### src/rtl/mem_arbiter_pkg.sv
// Shared widths, encodings and FSM state codes for the memory arbiter.
// Also provides the load zero-extension helper.
package mem_arbiter_pkg;

  localparam int ADDR_TYPE = 32;
  localparam int DATA_TYPE = 32;
  localparam int LS_TYPE   = 3;

  localparam logic [LS_TYPE-1:0] LS_BYTE = 3'b100;
  localparam logic [LS_TYPE-1:0] LS_HALF = 3'b101;
  localparam logic [LS_TYPE-1:0] LS_WORD = 3'b111;

  localparam logic MEM_READ  = 1'b0;
  localparam logic MEM_WRITE = 1'b1;
  localparam logic TRUE      = 1'b1;
  localparam logic FALSE     = 1'b0;

  localparam logic [1:0] ST_IDLE    = 2'd0;
  localparam logic [1:0] ST_BUSY_IF = 2'd1;
  localparam logic [1:0] ST_BUSY_LS = 2'd2;
  localparam logic [1:0] ST_DRAIN   = 2'd3;

  function automatic logic [DATA_TYPE-1:0] ld_extend(input logic [LS_TYPE-1:0] ls_type,
                                                     input logic [DATA_TYPE-1:0] data);
    case (ls_type)
      LS_BYTE: ld_extend = {24'd0, data[7:0]};
      LS_HALF: ld_extend = {16'd0, data[15:0]};
      default: ld_extend = data;
    endcase
  endfunction

endpackage

### src/rtl/mem_arbiter_if.sv
// Request/response bundle between IF, LSB, the arbiter and the memory controller.
// master = arbiter side, slave = environment (requesters + memory controller).
interface mem_arbiter_if;
  import mem_arbiter_pkg::*;

  logic                 if_to_arb_enable;
  logic [ADDR_TYPE-1:0] if_to_arb_pc;
  logic                 arb_to_if_done;
  logic [DATA_TYPE-1:0] arb_to_if_result;

  logic                 lsb_to_arb_enable;
  logic                 lsb_to_arb_wr;
  logic [ADDR_TYPE-1:0] lsb_to_arb_addr;
  logic [LS_TYPE-1:0]   lsb_to_arb_ls_type;
  logic [DATA_TYPE-1:0] lsb_to_arb_st_val;
  logic                 arb_to_lsb_ld_done;
  logic                 arb_to_lsb_st_done;
  logic [DATA_TYPE-1:0] arb_to_lsb_ld_val;

  logic                 arb_to_mc_enable;
  logic                 arb_to_mc_wr;
  logic [ADDR_TYPE-1:0] arb_to_mc_addr;
  logic [LS_TYPE-1:0]   arb_to_mc_ls_type;
  logic [DATA_TYPE-1:0] arb_to_mc_st_val;
  logic                 mc_to_arb_done;
  logic [DATA_TYPE-1:0] mc_to_arb_data;

  modport master (
    input  if_to_arb_enable, if_to_arb_pc,
    output arb_to_if_done, arb_to_if_result,
    input  lsb_to_arb_enable, lsb_to_arb_wr, lsb_to_arb_addr, lsb_to_arb_ls_type, lsb_to_arb_st_val,
    output arb_to_lsb_ld_done, arb_to_lsb_st_done, arb_to_lsb_ld_val,
    output arb_to_mc_enable, arb_to_mc_wr, arb_to_mc_addr, arb_to_mc_ls_type, arb_to_mc_st_val,
    input  mc_to_arb_done, mc_to_arb_data
  );

  modport slave (
    output if_to_arb_enable, if_to_arb_pc,
    input  arb_to_if_done, arb_to_if_result,
    output lsb_to_arb_enable, lsb_to_arb_wr, lsb_to_arb_addr, lsb_to_arb_ls_type, lsb_to_arb_st_val,
    input  arb_to_lsb_ld_done, arb_to_lsb_st_done, arb_to_lsb_ld_val,
    input  arb_to_mc_enable, arb_to_mc_wr, arb_to_mc_addr, arb_to_mc_ls_type, arb_to_mc_st_val,
    output mc_to_arb_done, mc_to_arb_data
  );

endinterface

### src/rtl/mem_arbiter.sv
// Round-robin IF/LSB arbiter that presents one stable request at a time to the
// byte-serial memory controller and returns registered done pulses.
//
//   state   | meaning
//   IDLE    | no request outstanding; pick a candidate
//   BUSY_IF | fetch outstanding at the memory controller
//   BUSY_LS | load or store outstanding at the memory controller
//   DRAIN   | flushed fetch/load still in flight; result is discarded
module mem_arbiter
  import mem_arbiter_pkg::*;
#(
  parameter logic [1:0] IO_TOP = 2'b11
) (
  input  logic          clk,
  input  logic          rst,
  input  logic          rdy,
  input  logic          clr,
  input  logic          io_buffer_full,
  mem_arbiter_if.master bus
);

  logic [1:0]           r_state;
  logic                 r_last_ls;
  logic                 r_mc_enable;
  logic                 r_mc_wr;
  logic [ADDR_TYPE-1:0] r_mc_addr;
  logic [LS_TYPE-1:0]   r_mc_ls_type;
  logic [DATA_TYPE-1:0] r_mc_st_val;
  logic                 r_if_done;
  logic [DATA_TYPE-1:0] r_if_result;
  logic                 r_ld_done;
  logic                 r_st_done;
  logic [DATA_TYPE-1:0] r_ld_val;

  logic w_lsb_blocked;
  logic w_if_cand;
  logic w_lsb_cand;
  logic w_grant_ls;
  logic w_grant_if;

  // A store stalled on a full UART keeps its turn: r_last_ls only moves on a grant.
  always_comb begin
    w_lsb_blocked = bus.lsb_to_arb_wr && (bus.lsb_to_arb_addr[17:16] == IO_TOP) && io_buffer_full;
    w_if_cand     = bus.if_to_arb_enable && !clr;
    w_lsb_cand    = bus.lsb_to_arb_enable && !w_lsb_blocked && (!clr || bus.lsb_to_arb_wr);
    w_grant_ls    = w_lsb_cand && (!w_if_cand || !r_last_ls);
    w_grant_if    = w_if_cand && !w_grant_ls;
  end

  always_ff @(posedge clk) begin
    if (rst) begin
      r_state      <= ST_IDLE;
      r_last_ls    <= TRUE;
      r_mc_enable  <= FALSE;
      r_mc_wr      <= MEM_READ;
      r_mc_addr    <= '0;
      r_mc_ls_type <= '0;
      r_mc_st_val  <= '0;
      r_if_done    <= FALSE;
      r_if_result  <= '0;
      r_ld_done    <= FALSE;
      r_st_done    <= FALSE;
      r_ld_val     <= '0;
    end else begin
      r_if_done   <= FALSE;
      r_if_result <= '0;
      r_ld_done   <= FALSE;
      r_st_done   <= FALSE;
      r_ld_val    <= '0;
      if (rdy) begin
        case (r_state)
          ST_IDLE: begin
            if (w_grant_ls) begin
              r_mc_enable  <= TRUE;
              r_mc_wr      <= bus.lsb_to_arb_wr;
              r_mc_addr    <= bus.lsb_to_arb_addr;
              r_mc_ls_type <= bus.lsb_to_arb_ls_type;
              r_mc_st_val  <= bus.lsb_to_arb_st_val;
              r_last_ls    <= TRUE;
              r_state      <= ST_BUSY_LS;
            end else if (w_grant_if) begin
              r_mc_enable  <= TRUE;
              r_mc_wr      <= MEM_READ;
              r_mc_addr    <= bus.if_to_arb_pc;
              r_mc_ls_type <= LS_WORD;
              r_mc_st_val  <= '0;
              r_last_ls    <= FALSE;
              r_state      <= ST_BUSY_IF;
            end
          end
          ST_BUSY_IF: begin
            if (bus.mc_to_arb_done) begin
              r_mc_enable <= FALSE;
              r_state     <= ST_IDLE;
              if (!clr) begin
                r_if_done   <= TRUE;
                r_if_result <= bus.mc_to_arb_data;
              end
            end else if (clr) begin
              r_state <= ST_DRAIN;
            end
          end
          ST_BUSY_LS: begin
            if (bus.mc_to_arb_done) begin
              r_mc_enable <= FALSE;
              r_state     <= ST_IDLE;
              if (r_mc_wr == MEM_WRITE) begin
                r_st_done <= TRUE;
              end else if (!clr) begin
                r_ld_done <= TRUE;
                r_ld_val  <= ld_extend(r_mc_ls_type, bus.mc_to_arb_data);
              end
            end else if (clr && (r_mc_wr == MEM_READ)) begin
              r_state <= ST_DRAIN;
            end
          end
          default: begin
            if (bus.mc_to_arb_done) begin
              r_mc_enable <= FALSE;
              r_state     <= ST_IDLE;
            end
          end
        endcase
      end
    end
  end

  assign bus.arb_to_if_done     = r_if_done;
  assign bus.arb_to_if_result   = r_if_result;
  assign bus.arb_to_lsb_ld_done = r_ld_done;
  assign bus.arb_to_lsb_st_done = r_st_done;
  assign bus.arb_to_lsb_ld_val  = r_ld_val;
  assign bus.arb_to_mc_enable   = r_mc_enable;
  assign bus.arb_to_mc_wr       = r_mc_wr;
  assign bus.arb_to_mc_addr     = r_mc_addr;
  assign bus.arb_to_mc_ls_type  = r_mc_ls_type;
  assign bus.arb_to_mc_st_val   = r_mc_st_val;

endmodule

### src/flat_wrapper.sv
// flat-port wrapper written by rule: the top's interface ports become plain ports
module mem_arbiter_flat import mem_arbiter_pkg::*;
#(
  parameter logic [1:0] IO_TOP = 2'b11
)
  (clk, rst, rdy, clr, io_buffer_full, bus_if_to_arb_enable, bus_if_to_arb_pc, bus_arb_to_if_done, bus_arb_to_if_result, bus_lsb_to_arb_enable, bus_lsb_to_arb_wr, bus_lsb_to_arb_addr, bus_lsb_to_arb_ls_type, bus_lsb_to_arb_st_val, bus_arb_to_lsb_ld_done, bus_arb_to_lsb_st_done, bus_arb_to_lsb_ld_val, bus_arb_to_mc_enable, bus_arb_to_mc_wr, bus_arb_to_mc_addr, bus_arb_to_mc_ls_type, bus_arb_to_mc_st_val, bus_mc_to_arb_done, bus_mc_to_arb_data);
  mem_arbiter_if bus_i ();
  input  logic clk;
  input  logic rst;
  input  logic rdy;
  input  logic clr;
  input  logic io_buffer_full;
  input wire logic [$bits(bus_i.if_to_arb_enable)-1:0] bus_if_to_arb_enable;
  input wire logic [$bits(bus_i.if_to_arb_pc)-1:0] bus_if_to_arb_pc;
  output wire logic [$bits(bus_i.arb_to_if_done)-1:0] bus_arb_to_if_done;
  output wire logic [$bits(bus_i.arb_to_if_result)-1:0] bus_arb_to_if_result;
  input wire logic [$bits(bus_i.lsb_to_arb_enable)-1:0] bus_lsb_to_arb_enable;
  input wire logic [$bits(bus_i.lsb_to_arb_wr)-1:0] bus_lsb_to_arb_wr;
  input wire logic [$bits(bus_i.lsb_to_arb_addr)-1:0] bus_lsb_to_arb_addr;
  input wire logic [$bits(bus_i.lsb_to_arb_ls_type)-1:0] bus_lsb_to_arb_ls_type;
  input wire logic [$bits(bus_i.lsb_to_arb_st_val)-1:0] bus_lsb_to_arb_st_val;
  output wire logic [$bits(bus_i.arb_to_lsb_ld_done)-1:0] bus_arb_to_lsb_ld_done;
  output wire logic [$bits(bus_i.arb_to_lsb_st_done)-1:0] bus_arb_to_lsb_st_done;
  output wire logic [$bits(bus_i.arb_to_lsb_ld_val)-1:0] bus_arb_to_lsb_ld_val;
  output wire logic [$bits(bus_i.arb_to_mc_enable)-1:0] bus_arb_to_mc_enable;
  output wire logic [$bits(bus_i.arb_to_mc_wr)-1:0] bus_arb_to_mc_wr;
  output wire logic [$bits(bus_i.arb_to_mc_addr)-1:0] bus_arb_to_mc_addr;
  output wire logic [$bits(bus_i.arb_to_mc_ls_type)-1:0] bus_arb_to_mc_ls_type;
  output wire logic [$bits(bus_i.arb_to_mc_st_val)-1:0] bus_arb_to_mc_st_val;
  input wire logic [$bits(bus_i.mc_to_arb_done)-1:0] bus_mc_to_arb_done;
  input wire logic [$bits(bus_i.mc_to_arb_data)-1:0] bus_mc_to_arb_data;
  assign bus_i.if_to_arb_enable = bus_if_to_arb_enable;
  assign bus_i.if_to_arb_pc = bus_if_to_arb_pc;
  assign bus_arb_to_if_done = bus_i.arb_to_if_done;
  assign bus_arb_to_if_result = bus_i.arb_to_if_result;
  assign bus_i.lsb_to_arb_enable = bus_lsb_to_arb_enable;
  assign bus_i.lsb_to_arb_wr = bus_lsb_to_arb_wr;
  assign bus_i.lsb_to_arb_addr = bus_lsb_to_arb_addr;
  assign bus_i.lsb_to_arb_ls_type = bus_lsb_to_arb_ls_type;
  assign bus_i.lsb_to_arb_st_val = bus_lsb_to_arb_st_val;
  assign bus_arb_to_lsb_ld_done = bus_i.arb_to_lsb_ld_done;
  assign bus_arb_to_lsb_st_done = bus_i.arb_to_lsb_st_done;
  assign bus_arb_to_lsb_ld_val = bus_i.arb_to_lsb_ld_val;
  assign bus_arb_to_mc_enable = bus_i.arb_to_mc_enable;
  assign bus_arb_to_mc_wr = bus_i.arb_to_mc_wr;
  assign bus_arb_to_mc_addr = bus_i.arb_to_mc_addr;
  assign bus_arb_to_mc_ls_type = bus_i.arb_to_mc_ls_type;
  assign bus_arb_to_mc_st_val = bus_i.arb_to_mc_st_val;
  assign bus_i.mc_to_arb_done = bus_mc_to_arb_done;
  assign bus_i.mc_to_arb_data = bus_mc_to_arb_data;
  mem_arbiter #(.IO_TOP(IO_TOP)) u_core (.clk(clk), .rst(rst), .rdy(rdy), .clr(clr), .io_buffer_full(io_buffer_full), .bus(bus_i));
endmodule
### config.mk
export PLATFORM = sky130hd
export DESIGN_NAME = mem_arbiter_flat
export DESIGN_NICKNAME = d
export VERILOG_FILES = /design/src/rtl/mem_arbiter_pkg.sv /design/src/rtl/mem_arbiter_if.sv /design/src/rtl/mem_arbiter.sv /design/src/flat_wrapper.sv
export SDC_FILE = /design/constraint.sdc
export NUM_CORES = 1
export LEC_CHECK = 0
export ABC_AREA = 1
export BUFFER_PORTS_ARGS = -buffer_cell sky130_fd_sc_hd__buf_2
export CAP_MARGIN = 20
export CORE_ASPECT_RATIO = 1.75
export CORE_MARGIN = 2
export CORE_UTILIZATION = 41
export CTS_CLUSTER_DIAMETER = 200
export DETAILED_ROUTE_END_ITERATION = 6
export PLACE_DENSITY_LB_ADDON = 0.3
export SLEW_MARGIN = 25
export SYNTH_ARGS = -nofsm -noshare
export SYNTH_HDL_FRONTEND = slang
export SYNTH_SLANG_ARGS = --single-unit
export TNS_END_PERCENT = 100
### constraint.sdc
create_clock -name clk -period 1.24 [get_ports clk]
set_input_delay 0 -clock clk [delete_from_list [all_inputs] [get_ports clk]]
set_output_delay 0 -clock clk [all_outputs]
set_load 0.03 [all_outputs]
## Word-level counts from Yosys, hierarchy flattened

Cells that the tools add are included.

- Bits in registers: 139
- Input bits: 140

- Bitwise operators: 5
- Muxes and demuxes: 24
- Reductions and logical operators: 27
- Equality and inequality tests: 8

Operator list:

| kind | count |
|---|---|
| 2-to-1 mux 32 bit | 4 |
| case mux 32 bit (2 select lines) | 1 |
| 2-to-1 mux 2 bit | 7 |
| OR reduction 5 bit | 2 |
| 2-to-1 mux 1 bit | 9 |
| logical AND 1 bit | 8 |
| OR reduction 4 bit | 2 |
| equality test 3 bit, second input constant | 2 |
| 2-to-1 mux 3 bit | 2 |
| case mux 2 bit (3 select lines) | 1 |
| AND reduction 3 bit | 2 |
| OR reduction 6 bit | 1 |
| logical NOT 1 bit | 5 |
| NOT 1 bit | 5 |
| AND reduction 5 bit | 1 |
| equality test 2 bit, second input constant | 2 |
| nonzero test 2 bit | 2 |
| nonzero test 4 bit | 1 |
| != test 3 x 1 -> 1 bit, second input constant | 1 |
| != test 3 x 2 -> 1 bit, second input constant | 1 |
| != test 3 bit, second input constant | 1 |
| equality test 2 x 1 -> 1 bit, second input constant | 1 |
| logical NOT 2 bit | 1 |
| logical OR 1 bit | 2 |

## Logic depth before layout (Yosys ltp)

Gate-level depths: netlist (run 1).

- Word-level depth: 12
- Gate-level depth with buffers: 11
- Gate-level depth less buffers: 11

## Worst setup path before layout (run 1)

OpenSTA, ideal clock, no wires.

- Kind: register -> register
- From: reg u_core.r_mc_ls_type[2], in the netlist u_core.bus.arb_to_mc_ls_type[2]
- To: reg u_core.r_ld_val[16], in the netlist u_core.bus.arb_to_lsb_ld_val[16]
- Cell stages (with the launch flop): 5
- Buffers on the path: 1
- Data required time: 1110 ps
- Arrival: 1243 ps
- Path slack: -133 ps
- Setup time: 130 ps
- Path through: dfxtp_1 -> inv_1 -> nor2_1 -> clkbuf_1 -> nor3_1

- Longest elaborated chain between the ends: 2
- Elaborated cells on any way between the ends: 3

RTL lines:

| item | line | source |
|---|---|---|
| from (decl) | mem_arbiter.sv:27 | `logic [LS_TYPE-1:0] r_mc_ls_type;` |
| from (signal assigned) | mem_arbiter.sv:77 | `r_mc_ls_type <= bus.lsb_to_arb_ls_type;` |
| equality test 3 bit | mem_arbiter_pkg.sv:25 | `case (ls_type)` |
| case mux 32 bit (2 select lines) (*) | mem_arbiter_pkg.sv:25 |  |
| to (signal assigned) | mem_arbiter.sv:111 | `r_ld_val <= ld_extend(r_mc_ls_type, bus.mc_to_arb_data);` |
| to (decl) | mem_arbiter.sv:33 | `logic [DATA_TYPE-1:0] r_ld_val;` |

Every way passes the cells marked *; elsewhere a longest branch is shown, timed or not.
A chain may end at the register's enable or synchronous reset.

## Worst setup path in the final report (run 1)

- From: reg u_core.r_state[1]
- To: reg u_core.r_ld_val[18], in the netlist u_core.bus.arb_to_lsb_ld_val[18]

- Longest elaborated chain between the ends: 3

RTL lines:

| item | line | source |
|---|---|---|
| from (decl) | mem_arbiter.sv:22 | `logic [1:0] r_state;` |
| from (signal assigned) | mem_arbiter.sv:52 | `r_state <= ST_IDLE;` |
| from (signal assigned) | mem_arbiter.sv:80 | `r_state <= ST_BUSY_LS;` |
| from (signal assigned) | mem_arbiter.sv:88 | `r_state <= ST_BUSY_IF;` |
| equality test 2 bit | mem_arbiter.sv:71 | `case (r_state)` |
| NOT 1 bit (no line) | n/a |  |
| OR reduction 6 bit (no line) | n/a |  |

No other way between the ends.

==> run summary, run 1 <==
The run finished, with violations left. The final reports fail on negative setup slack. The final period demand of the worst path came out at ~1.4 ns. Buffers placed on the I/O ports in this run total 275. The synthesized design contains ~140 register bits. The total setup violations reported at the end of the flow is 137. The total number of H-tree levels is 4. The worst-case headroom to the max-slew limit came out at 0.661. The post-route worst setup slack came out at -0.186 ns. Along the worst path, the maximum fanout reaches 8. The cell chosen for the clock root is sky130_fd_sc_hd__clkbuf_16.

Setup repair after global routing could not meet its margin everywhere. The category of the worst setup path capture point is a flip-flop. The first global-routing pass estimated approximately 30000 µm of wire. In this run the standard cell core region covers ~0.013 mm².

The overall overflow remaining after global route is 0. The post-synth net total came out at 858. The number of placement rows came out at 55. The number of global-route vias before repair came out at between 6k and 7k. Of the post-synthesis cell area, the dominant cell type holds 0.524.

The synthesized instance count came out at 714. Summing internal, switching and leakage power gives between 15 and 20 mW. In this run the deepest clock path goes through 2 buffers.

The number of warnings issued by yosys came out at 0. The max-capacitance violation count is 0. In this run the remaining antenna-violating nets after routing total 0. The insertion delay to the later sink of the worst-skew pair came out at between 0.4 and 0.5 ns. roughly 280 I/O pins were placed.

The setup skew after layout came out at 0.00786 ns. The total count of hold-check failures in the final report is 0. Derived from the worst setup path, the maximum achievable clock frequency is 0.701 GHz. Clock tree synthesis found a total of around 140 sinks. The global-route usage over all layers came out at 0.270. The placer congestion estimate came out at 0.854. The largest net degree at the start of global routing is 44. Ranked by total cell area, the synthesized netlist is headed by sky130_fd_sc_hd__dfxtp_1, sky130_fd_sc_hd__nand2_1, sky130_fd_sc_hd__inv_1, sky130_fd_sc_hd__nor2_1, sky130_fd_sc_hd__a21oi_1.

For this run, the detailed router's first-pass iteration total came to 5. The dominant cell type by area after synthesis is sky130_fd_sc_hd__dfxtp_1. The number of standard cells in the layout, taps in and fillers out is 1341. The via total after detailed routing is between 6k and 7k. The worst endpoint data arrival time came out at around 1.8 ns. The die extent in y is roughly 150 µm. The final routed DRC violation total came out at 0. The post-synthesis sequential area ratio is 0.524. The number of antenna violations at the first check in global routing is 3. For this block, the routed nets add up to between 20000 and 25000 µm of wire. The number of vias per cell is 4.88. Hold is met by 0.0244 ns. The area growth from synthesis to layout is 91.4%. The endpoint required time on the critical path is approximately 1.6 ns. The kind of path behind the tightest hold check is in2reg. The number of nets at the end of the flow came out at about 1.3k. The clock slew seen by the registers of the worst setup and hold paths is roughly 0.07 ns. At the pin with the least slew margin, the transition time is approximately 0.51 ns.

The number of clock buffers added by TritonCTS is 17. The overall die area is roughly 0.014 mm². The initial detailed-routing violation count came out at between 300 and 400. Measured along the x axis, the die boundary spans 90.0 µm. The leakage power came out at 5.19 nW. The worst IR drop on VDD is 1020 µV.

The area of the mapped netlist is between 0.005 and 0.006 mm². The per-cell routed wire length came out at 17.1 µm. The worst setup path is of the reg2reg kind.

The number of cells after detailed placement came out at around 1.1k. The fraction of final layout cells with drive strength greater than 1 is 0.455. Detailed placement finished with a half-perimeter wire length of around 10000 µm. The final clock period utilization by the worst path came out at 1.15.

The initial standard-cell utilization of the core came out at 0.415. Once layout is complete, the utilization of the core stands at 0.794. STA classifies the critical path startpoint as a flip-flop.

The TritonCTS clock tree is yes. The max-slew violation total from the final report came to 0. Dividing total power by cell area gives a power density of 1490 mW/mm². The average instance in the mapped netlist occupies between 7 and 8 µm².

The number of distinct standard cells referenced by the synthesized netlist came out at 22.
==> logic make-up after synthesis <==
kind of cell | share of synthesized area
flip-flops | 0.524
AND/OR/NAND/NOR | 0.265
adder cells (fa/ha/maj) | 0.00943
AO/OA/AOI/OAI | 0.0700
buffers and inverters | 0.131
==> cells in the final DEF, fill, tap and decap left out, types with 5 or more instances in the layout <==
| cell type | Yosys | layout |
|---|---|---|
| sky130_fd_sc_hd__clkbuf_16 | 0 | 25 |
| sky130_fd_sc_hd__inv_8 | 0 | 5 |
| sky130_fd_sc_hd__nand3_2 | 2 | 23 |
| sky130_fd_sc_hd__buf_12 | 0 | 8 |
| sky130_fd_sc_hd__buf_4 | 1 | 19 |
| sky130_fd_sc_hd__nand2_4 | 0 | 16 |
| sky130_fd_sc_hd__buf_8 | 0 | 5 |
| sky130_fd_sc_hd__a21oi_1 | 37 | 10 |
| sky130_fd_sc_hd__nand3_4 | 1 | 11 |
| sky130_fd_sc_hd__a21oi_2 | 0 | 27 |
| sky130_fd_sc_hd__inv_2 | 2 | 7 |
| sky130_fd_sc_hd__inv_1 | 115 | 109 |
| sky130_fd_sc_hd__nand2_1 | 158 | 123 |
| sky130_fd_sc_hd__nor2_2 | 0 | 15 |
| sky130_fd_sc_hd__buf_6 | 11 | 8 |
| sky130_fd_sc_hd__nor2_1 | 115 | 100 |
| sky130_fd_sc_hd__o21ai_2 | 0 | 17 |
| sky130_fd_sc_hd__nand2_2 | 0 | 19 |
| sky130_fd_sc_hd__nand3_1 | 36 | 6 |
| sky130_fd_sc_hd__nor3_2 | 0 | 21 |
| sky130_fd_sc_hd__dlygate4sd3_1 | 0 | 133 |
| sky130_fd_sc_hd__buf_2 | 16 | 275 |
| sky130_fd_sc_hd__o21ai_1 | 22 | 13 |
| sky130_fd_sc_hd__dfxtp_1 | 139 | 136 |
==> final cells by class <==
type	count	area [µm²]
inverter	117	442
multi-input combinational	419	2660
clock inverter	15	170
sequential	139	2790
fill	750	2640
clock buffer	17	425
antenna	4	10.0
timing repair buffer	459	3460
tap	171	214
==> power by group <==
group / switching [mW] / total, mW / leakage, nW / internal (mW)
logic: 2.99 / 4.99 / 3.78 / 2.00
clock network: 2.21 / 5.09 / 0.287 / 2.88
registers: 0.218 / 5.07 / 1.13 / 4.86
==> per-stage QoR <==
stage                     setup slack, ns  instance area, µm²  setup TNS, ns
after floorplan                    0.0114                5350              0
after global placement            -0.0995                6950          -4.97
after detailed placement           -0.128                6950          -7.24
after CTS                         -0.0873                9380          -4.84
after global routing               -0.229               10200         -18.96
final                              -0.186               10200         -11.66
==> worst paths after layout <==
| check | start | end | slack [ns] | cells past startpoint |
|---|---|---|---|---|
| setup / recovery | u_core.r_state[1] | u_core.bus.arb_to_lsb_ld_val[18] | -0.19 | 7 |
| hold / removal | bus_lsb_to_arb_addr[1] | u_core.bus.arb_to_mc_addr[1] | 0.02 | 5 |
| setup reg to reg | u_core.r_state[1] | u_core.bus.arb_to_lsb_ld_val[18] | -0.19 | 7 |
| hold reg to reg | u_core.bus.arb_to_mc_st_val[7] | u_core.bus.arb_to_mc_st_val[7] | 0.46 | 2 |
==> metal layers <==
metal,part of all wire,vias up,global-route usage
li1,-,3053,-
met3,0.070,129,0.0701
met2,0.53,399,0.490
met4,0.066,0,0.188
met1,0.33,2967,0.264
met5,0,-,0
==> timing repair <==
action / in CTS / in global routing
hold buffers: 133 / 0
gates resized for setup: 84 / 145
pin swaps: 28 / 46
buffers inserted: 7 / 2
gates cloned: 5 / 10
setup endpoints to repair: 132 / 135
hold endpoints to repair: 133 / 0
==> registers in the layout, indices dropped and copies added (netlist names) <==
signal                         count
u_core.bus.arb_to_if_done          1
u_core.bus.arb_to_if_result       32
u_core.bus.arb_to_lsb_ld_done      1
u_core.bus.arb_to_lsb_ld_val      32
u_core.bus.arb_to_lsb_st_done      1
u_core.bus.arb_to_mc_addr         32
u_core.bus.arb_to_mc_enable        1
u_core.bus.arb_to_mc_ls_type       3
u_core.bus.arb_to_mc_st_val       32
u_core.bus.arb_to_mc_wr            1
u_core.r_last_ls                   1
u_core.r_state                     2
==> Yosys cell counts <==
master	number
sky130_fd_sc_hd__nand4_1	1
sky130_fd_sc_hd__a21oi_1	37
sky130_fd_sc_hd__buf_4	1
sky130_fd_sc_hd__clkbuf_1	12
sky130_fd_sc_hd__o21ai_1	22
sky130_fd_sc_hd__buf_2	16
sky130_fd_sc_hd__nor3_1	26
sky130_fd_sc_hd__nand2_1	158
sky130_fd_sc_hd__nor4_2	1
sky130_fd_sc_hd__nand3_1	36
sky130_fd_sc_hd__o21ai_0	12
sky130_fd_sc_hd__nor2_1	115
sky130_fd_sc_hd__nand3_4	1
sky130_fd_sc_hd__buf_6	11
sky130_fd_sc_hd__ha_1	4
sky130_fd_sc_hd__dfxtp_1	139
sky130_fd_sc_hd__inv_1	115
sky130_fd_sc_hd__nand3_2	2
sky130_fd_sc_hd__inv_2	2
sky130_fd_sc_hd__nor2_4	1
sky130_fd_sc_hd__nor4_1	1
sky130_fd_sc_hd__a21oi_4	1
==> worst max-delay path, cell delays in order, from the launching register on <==
cell and delay, ns:
sky130_fd_sc_hd__dfxtp_2 0.34, sky130_fd_sc_hd__buf_6 0.10, sky130_fd_sc_hd__ha_4 0.11, sky130_fd_sc_hd__inv_2 0.05, sky130_fd_sc_hd__nor3_4 0.22, sky130_fd_sc_hd__nand3_4 0.16, sky130_fd_sc_hd__clkbuf_16 0.21, sky130_fd_sc_hd__nor3_2 0.15
Power figures use the tool's default switching activity.
==> run 2: changes to the inputs <==
Settings changed: PLACE_DENSITY set to 0.89, PLACE_DENSITY_LB_ADDON 0.3 to not set, SKIP_LAST_GASP set to 1.
==> run summary, run 2 (same netlist as run 1, synthesis figures left out) <==
The number of vias per cell is 4.97 (+1.7%). The worst IR drop on VDD came to 1040 µV (+2.1%). The placeable core region is 0.0128 mm² (unchanged). The maximum clock rate came out at 0.702 GHz (+0.10%). The via total after detailed routing came out at 6637 (+1.4%). The number of antenna violations at the first check in global routing came out at 2 (-1). The worst register-to-register path ends at u_core.bus.arb_to_mc_addr[26]. The global-route usage over all layers is 0.292 (+0.0223). The highest cell delay on the worst timing path is 0.37 ns (+0.03 ns). The initial detailed-routing violation count came out at 370 (+16%).

The power density of the placed cells came out at 1540 mW/mm² (+3.0%). The final total negative setup slack came out at -15.02 ns (-3.36 ns). The area added between synthesis and finish is 86.4%.

The global-route wire length before repair came out at 32500 µm (+7.6%). The number of top-level pins came out at 276 (unchanged). The number of nets at the end of the flow was 1294 (-0.23%). The count of antenna-violating nets left after detailed routing is 0 (unchanged). The termination of the worst setup path is u_core.bus.arb_to_mc_addr[26]. The die extent in y is 155 µm (unchanged).

In the layout the commonest cells are sky130_fd_sc_hd__buf_2, sky130_fd_sc_hd__nand2_1, sky130_fd_sc_hd__dfxtp_1, sky130_fd_sc_hd__dlygate4sd3_1, sky130_fd_sc_hd__inv_1. The worst setup path is of the reg2reg kind. The number of buffers added by the clock tree synthesis step is 17 (unchanged).

The overall die area is 0.0139 mm² (unchanged). The final clock period utilization by the worst path came out at 1.15 (-0.00115). The maximum buffer depth of the clock tree came out at 2 (unchanged). Leaving out fill and tap cells, the most frequent cell in the layout is sky130_fd_sc_hd__buf_2.

STA classifies the critical path endpoint as a flip-flop. The number of sinks driven by the clock tree came to 139 (unchanged). The final routed DRC violation total is 0 (unchanged). The final period demand of the worst path was 1.42 ns (-0.00143 ns). The setup skew after layout came out at 0.00988 ns (+0.00203 ns).

The setup slack of the most critical reg-to-reg path came out at -0.18 ns (about the same). The met1 routed wirelength after detailed routing came to 7720 µm (+1.5%). The worst register-to-register path begins at u_core.r_state[1]. The combinational fraction of design power came to 0.327 (-0.002). The largest net degree at the start of global routing came to 53 (+20%). The initial standard-cell utilization of the core is 0.415 (unchanged). The fraction of final layout cells with drive strength greater than 1 is 0.414 (-0.0418).

The met3 layer wire length in the routed design came out at 1600 µm (-0.25%). The setup slack at placement came out at -0.178 ns (-0.0503 ns). The post-route worst setup slack was -0.185 ns (+0.00143 ns). The total number of H-tree levels is 4 (unchanged).

The kind of start point of the critical path is a flip-flop. The clock network fraction of total power came out at 0.337 (about the same). On the critical path, the stage with the largest delay is an instance of sky130_fd_sc_hd__dfxtp_4.

The cell chosen for the clock root is sky130_fd_sc_hd__clkbuf_16. The per-cell routed wire length came out at 17.5 µm (+2.1%). The number of standard cells in the layout, taps in and fillers out came out at 1336 (-0.37%). The endpoint required time on the critical path is 1.58 ns (about the same). The final reports fail on negative setup slack.

The worst endpoint data arrival time is 1.76 ns (about the same). The number of placement rows came to 55 (unchanged). The placer congestion estimate is 0.867 (+1.5%). The clock slew seen by the registers of the worst setup and hold paths came out at 0.07 ns (about the same). The relative contribution of sequential cells to total power came out at 0.336 (about the same). The power spent charging and discharging nets was 5.51 mW (+1.6%). Traced cell by cell, the critical path runs through inv_4 -> ha_4 -> nand3_4 -> clkbuf_16 -> buf_6 -> nand2_2 -> nand2_1 -> nor2_1.

The total count of hold-check failures in the final report is 0 (unchanged). The insertion delay to the later sink of the worst-skew pair is 0.42 ns (about the same). The max-capacitance violation count is 0 (unchanged). The proportion of total power due to net switching came out at 0.363 (+0.00475). The worst-case headroom to the max-slew limit came out at 0.542 (-0.119). The post-detailed-routing wire length came out at 23300 µm (+1.7%). The die extent in x came out at 90.0 µm (unchanged). The TritonCTS clock tree is yes. The transition time of the tightest slew-check pin was 0.686 ns (+0.177 ns). The detailed route wirelength on metal2 is 12200 µm (+0.32%). The number of optimization iterations in the first detailed-route pass is 5 (unchanged). The highest routing layer actually used is met4. The HPWL after detailed placement is 10800 µm (+3.3%). The max-slew violation total from the final report came out at 0 (unchanged). The leakage power came out at 5.12 nW (-1.4%). The maximum net fanout on the critical path is 5 (-3).

The number of global-route vias before repair is 6584 (+1.8%). The number of cells after detailed placement came out at 1145 (-0.35%). The internal power contribution came out at 9.69 mW (-0.43%). The count of input and output buffers is 275 (unchanged).

The worst hold path belongs to the class in2reg. The run finished, with violations left. The depth of the worst register-to-register path is 8 (+1). The total setup violations reported at the end of the flow is 137 (unchanged). The startpoint of the worst setup timing path is u_core.r_state[1]. Setup repair after global routing could not meet its margin everywhere. The overall overflow remaining after global route was 0 (unchanged).
run 2: area by class of cell:
type	instances	area, µm²
Tap cell	171	214
Clock inverter	15	174
Antenna cell	2	5.00
Clock buffer	17	425
Timing Repair Buffer	457	3470
Inverter	117	447
Multi-Input combinational cell	418	2370
Fill cell	745	2910
Sequential cell	139	2790
run 2: what timing repair did:
| item | 4_1_cts | 5_1_grt |
|---|---|---|
| pin swaps | 21 | 28 |
| gates resized for setup | 58 | 105 |
| hold buffers | 132 | 0 |
| endpoints found under the hold margin | 133 | 0 |
| cloned | 6 | 11 |
| endpoints found under the setup margin | 136 | 137 |
| buffers inserted | 6 | 4 |
run 2: power groups by stage:
| stage | clock network (mW) | registers [mW] | logic, mW |
|---|---|---|---|
| after floorplan | 0 | 5.82 | 1.56 |
| after global routing | 5.37 | 5.14 | 5.29 |
| after CTS | 5.09 | 5.07 | 4.11 |
| after global placement | 0 | 5.13 | 3.27 |
| final | 5.12 | 5.11 | 4.97 |
| after detailed placement | 0 | 5.15 | 3.33 |
run 2: how the worst min path moves through the flow:
stage / startpoint / endpoint / slack [ns] / cells after the start
finish: bus_lsb_to_arb_addr[9] / u_core.bus.arb_to_mc_addr[9] / 0.01 / 5
global route: bus_lsb_to_arb_addr[9] / u_core.bus.arb_to_mc_addr[9] / 0.02 / 5
CTS: bus_lsb_to_arb_addr[9] / u_core.bus.arb_to_mc_addr[9] / 0.001 / 5
detailed placement: bus_mc_to_arb_data[7] / u_core.bus.arb_to_lsb_ld_val[7] / 0.23 / 3
global placement: bus_mc_to_arb_data[16] / u_core.bus.arb_to_if_result[16] / 0.23 / 3
floorplan: clr / u_core.bus.arb_to_if_done / 0.08 / 1
run 2: routing by layer:
metal / up-vias / global-route usage
li1: 3040 / -
met1: 3016 / 0.288
met2: 429 / 0.526
met3: 152 / 0.0770
met4: 0 / 0.208
met5: - / 0
run 2: metrics by stage:
step / power [mW] / instance area [µm²] / utilization / hold slack [ns]
final: 15.2 / 9890 / 0.773 / 0.00975
after global routing: 15.8 / 9890 / 0.773 / 0.0186
after CTS: 14.3 / 9290 / 0.726 / 0.00143
after detailed placement: 8.48 / 6950 / 0.543 / 0.235
after global placement: 8.40 / 6950 / 0.543 / 0.227
after floorplan: 7.38 / 5350 / - / 0.0782
run 2: critical path, delay by kind of cell, from the launching register on:
family,cells,cell delay (ns)
buffers and inverters,3,0.41
and+or+nand+nor,4,0.39
DFF,1,0.37
adders and majority gates,1,0.17
